File: config.mk
export PLATFORM = sky130hd
export DESIGN_NAME = bcd_timer_ctrl
export DESIGN_NICKNAME = d
export VERILOG_FILES = /design/src/rtl/bcd_timer_ctrl.sv
export SDC_FILE = /design/constraint.sdc
export NUM_CORES = 1
export LEC_CHECK = 0
export BUFFER_PORTS_ARGS = -buffer_cell sky130_fd_sc_hd__buf_2
export CAP_MARGIN = 10
export CORE_ASPECT_RATIO = 0.6
export CORE_MARGIN = 1
export CORE_UTILIZATION = 53
export DETAILED_ROUTE_END_ITERATION = 8
export PLACE_DENSITY = 0.79
export SLEW_MARGIN = 20
export SYNTH_ARGS = -nofsm -noshare
export SYNTH_HDL_FRONTEND = slang
export SYNTH_SLANG_ARGS = --single-unit
File: constraint.sdc
create_clock -name sys_clk -period 2.3 [get_ports sys_clk]
set_input_delay 0.345 -clock sys_clk [delete_from_list [all_inputs] [get_ports sys_clk]]
set_output_delay 0.345 -clock sys_clk [all_outputs]
set_load 0.02 [all_outputs]
File: src/rtl/bcd_timer_ctrl.sv
// Sequencing controller for a cascaded BCD decade-counter chain (stopwatch/timer).
// Produces the prescaled count enable, direction, preset load and clear strobes, and raises an alarm at end of range.
//
//   state | meaning
//   ------+----------------------------------------------------------
//   IDLE  | waiting for start; cnt_up tracks ~btn_mode
//   LOAD  | one-cycle parallel load of preset into the chain
//   RUN   | prescaler running, cnt_ce pulsed once per DIV cycles
//   PAUSE | prescaler frozen, phase kept for resume
//   DONE  | chain at terminal count, alarm held until acknowledged
module bcd_timer_ctrl #(
    parameter int DIV    = 50000,
    parameter int DIGITS = 4
) (
    input  logic                  sys_clk,
    input  logic                  clr,
    input  logic                  btn_start,
    input  logic                  btn_mode,
    input  logic                  btn_reset,
    input  logic [4*DIGITS-1:0]   preset,
    input  logic                  chain_tc,
    output logic                  cnt_ce,
    output logic                  cnt_up,
    output logic                  cnt_load,
    output logic [4*DIGITS-1:0]   cnt_di,
    output logic                  cnt_clr,
    output logic [2:0]            state,
    output logic                  alarm
);

    localparam int PW = (DIV > 1) ? $clog2(DIV) : 1;
    localparam logic [PW-1:0] PRE_LAST = PW'(DIV - 1);

    typedef enum logic [2:0] {
        IDLE  = 3'd0,
        LOAD  = 3'd1,
        RUN   = 3'd2,
        PAUSE = 3'd3,
        DONE  = 3'd4
    } state_t;

    state_t          st;
    logic [PW-1:0]   presc;
    logic            start_prev;
    logic            start_edge;
    logic            presc_last;

    assign start_edge = btn_start & ~start_prev;
    assign presc_last = (presc == PRE_LAST);
    assign state      = st;

    always_ff @(posedge sys_clk or posedge clr) begin
        if (clr) begin
            st         <= IDLE;
            presc      <= '0;
            start_prev <= 1'b1;
            cnt_ce     <= 1'b0;
            cnt_load   <= 1'b0;
            cnt_clr    <= 1'b0;
            alarm      <= 1'b0;
            cnt_up     <= 1'b1;
            cnt_di     <= '0;
        end else begin
            start_prev <= btn_start;
            cnt_ce     <= 1'b0;
            cnt_load   <= 1'b0;
            cnt_clr    <= 1'b0;

            // Direction only follows the mode switch while idle; frozen once a run starts.
            if (st == IDLE)
                cnt_up <= ~btn_mode;

            if (btn_reset) begin
                cnt_clr <= 1'b1;
                st      <= IDLE;
                presc   <= '0;
                alarm   <= 1'b0;
            end else begin
                case (st)
                    IDLE: begin
                        presc <= '0;
                        if (start_edge) begin
                            if (btn_mode) begin
                                cnt_di   <= preset;
                                cnt_load <= 1'b1;
                                st       <= LOAD;
                            end else begin
                                st <= RUN;
                            end
                        end
                    end
                    LOAD: begin
                        presc <= '0;
                        st    <= RUN;
                    end
                    RUN: begin
                        if (start_edge) begin
                            st <= PAUSE;
                        end else if (presc_last) begin
                            presc <= '0;
                            // Stop rather than wrap: the chain saturates at its terminal count.
                            if (chain_tc) begin
                                st    <= DONE;
                                alarm <= 1'b1;
                            end else begin
                                cnt_ce <= 1'b1;
                            end
                        end else begin
                            presc <= presc + PW'(1);
                        end
                    end
                    PAUSE: begin
                        if (start_edge)
                            st <= RUN;
                    end
                    DONE: begin
                        if (start_edge) begin
                            alarm <= 1'b0;
                            st    <= IDLE;
                        end
                    end
                    default: st <= IDLE;
                endcase
            end
        end
    end

endmodule

==> reports/metrics.yaml <==
grt.total_usage_pct: 23.6
power_density_mw_per_mm2: 753
yosys_most_used_dff: "dfrtp_1"
crit_buf_inv: 0
grt_pass1_vias: 1447
clk_latency_ns: 0.29
syn_avg_cell_area_um2: 10.9
first_pass_iters: 4
rr_endpoint: "presc[12]"
hold_buffers: 0
yosysUniqueCellTypes: 44
synth_edf_count: 0
cts.sinks: 41
finalHoldViolCount: 0
cts_root_buf: "clkbuf_8"
timing.final.crit_share_pct: 86.0
rsz0062_at_grt: "no"
area_growth_pct: 20.1
grt_overflow: 0
async_flop_share_pct: 100
nFillCells: 264
std_cell_rows: 16
ctsResizeCount: 0
grt_pass1_wl_um: 7040
ys_ff_latch: 41
start_util_pct: 58.0
avgViaCountPerCell: 5.86
drc_errors: 0
fp.dieW_um: 81.0
ios: 46
power.total_mw: 1.80
synth.yosys.warnings: 0
dp_hpwl_um: 3090
slew_viol_final: 0
seq_area_mm2: 0.00103
hold_slack_ns: 0.155
ys_seq_area_share_pct: 51.8
drive_above_1_share_pct: 37.6
setup.worst_path.end: "presc[12]"
crit_path_max_incr_delay_ns: 0.42
synthesis.nets: 205
netlist_area_mm2: 0.00199
r2r_start: "presc[0]"
crit_path_top_delay_cell: "dfrtp_1"
cellLeakagePower_nw: 1.06
core_area_mm2: 0.00342
ant_nets: 0
crit_fanout: 12
worstPathRequired_ns: 2.50
fmax_mhz: 506
start_kind: "flop"
dieArea_mm2: 0.00401
portBuffers: 45
cp_cell_sequence: "ha_1 -> and4_1 -> and4_4 -> nor3_4 -> nand3_2 -> o31ai_1"
worst-r2r-cell-count: 6
crit_path_end_kind: "flop"
dr_total_vias: 1636
status: "finished, final reports clean"
fin_nets: 256
diodes: 0
clk_pin_slew_worst_paths_ns: 0.08
grt_max_degree: 42
cts_setup_buffers: 0
r2r_slack_ns: 0.32
worstSetupPathType: "flop to flop"
cp.arrival_ns: 2.18
hp-class: "input port to async pin"
fin_worst_skew_ns: 0.00668
setup_violations: 0
htree_num_levels: 2
tns_ns: 0
drt_iter0_drc: 120
cts_tree: "done"
ir_worst_vdd_uv: 543
critPathLaunch: "presc[0]"
antenna_found_initial: 0
cts-buffers-inserted: 5
fp.dieH_um: 49.4
syn_inst: 182
cp_top_family: "simple AND/OR/NAND/NOR gates"
max_slew.worst_pin.slew_ns: 0.694
gp_congestion: 0.916
wl_per_cell_um: 15.1
path_depth: 6
min_period_ns: 1.98
slew_headroom_pct: 53.7
multi_input_area_um2: 911
wirelength_um: 4220
max-cap-violations: 0
clockBufferDepth: 2
-- sequential cells by signal, indices dropped and copies added, names as in the netlist --
register / count
cnt_load: 1
cnt_clr: 1
cnt_di: 16
start_prev: 1
alarm: 1
cnt_ce: 1
state: 3
cnt_up: 1
presc: 16
-- per-stage QoR --
step / instance area [um^2] / std cells / utilization, % / worst slack (ns)
floorplan: 1990 / 182 / - / 0.604
global placement: 2260 / 271 / 66.1 / 0.196
detailed placement: 2260 / 271 / 66.1 / 0.143
CTS: 2380 / 279 / 69.6 / 0.166
global route: 2390 / 279 / 69.7 / 0.193
finish: 2390 / 279 / 69.7 / 0.322
-- report_power, final --
part / leakage, nW / internal [mW] / switching (mW) / total (mW)
clock network: 0.0574 / 0.353 / 0.255 / 0.608
logic: 0.473 / 0.139 / 0.205 / 0.344
registers: 0.531 / 0.804 / 0.0395 / 0.843
-- synthesized netlist by cell type (3+ instances only) --
| library cell | number | share of area, % |
|---|---|---|
| nor4_1 | 3 | 0.94 |
| nor2_1 | 11 | 2.1 |
| o31ai_1 | 4 | 1.5 |
| nand2_1 | 16 | 3.0 |
| inv_1 | 6 | 1.1 |
| a21oi_1 | 8 | 2.0 |
| nand3_1 | 7 | 1.8 |
| mux2_2 | 16 | 9.1 |
| nor3_1 | 9 | 2.3 |
| nand4_1 | 8 | 2.5 |
| dfrtp_1 | 39 | 49 |
| o21ai_0 | 17 | 4.3 |
-- layout make-up --
cell class	instances	share of cell area, %
clock buffers	6	3.46
clock inverters	2	1.57
inverters	6	0.944
multi-input cells	131	38.2
flip-flops and latches	41	43.1
well taps	45	2.36
repair buffers	48	10.4
-- worst min path at each step --
stage	from	end	slack (ns)	depth (start not counted)
3_3_place_gp	btn_start	start_prev	0.48	1
5_1_grt	btn_start	start_prev	0.16	1
3_5_place_dp	btn_start	start_prev	0.48	1
6_report	clr	cnt_di[8]	0.16	3
2_1_floorplan	btn_start	start_prev	0.35	0
4_1_cts	btn_start	start_prev	0.17	1
-- metal layers --
layer  up-vias  routed length (um)  track usage (%)
li1        777                   -                -
met1       795                2140             36.6
met2        62                1800             33.1
met3         2                 265             6.54
met4         0                  16             4.17
met5         -                   0                0
-- tightest hold or removal path, cell delays in order --
cell and delay (ns):
buf_2 0.09, inv_1 0.04, buf_4 0.42
-- logic make-up after synthesis --
group | share of synthesized area (%)
flip-flops | 51.8
XOR/XNOR | 0.441
AO/OA/AOI/OAI | 12.7
multiplexers | 10.1
adder cells (fa/ha/maj) | 0.630
AND/OR/NAND/NOR | 21.9
buffers and inverters | 2.58
-- placed cells by master, fill, tap and decap left out, types with 2 or more instances in the layout --
cell	instances
o21ai_0	17
mux2i_1	2
buf_4	3
a21oi_1	7
nor2_1	11
dfstp_2	2
inv_1	6
nand2_1	16
nand4_1	8
nor3_4	2
mux2_2	16
nor4_1	3
o41ai_2	2
nand3_2	2
nor3_1	9
dfrtp_1	39
clkbuf_8	6
o31ai_1	4
buf_2	45
nand3_1	7
Note: power is estimated with default switching activity, not from simulation.
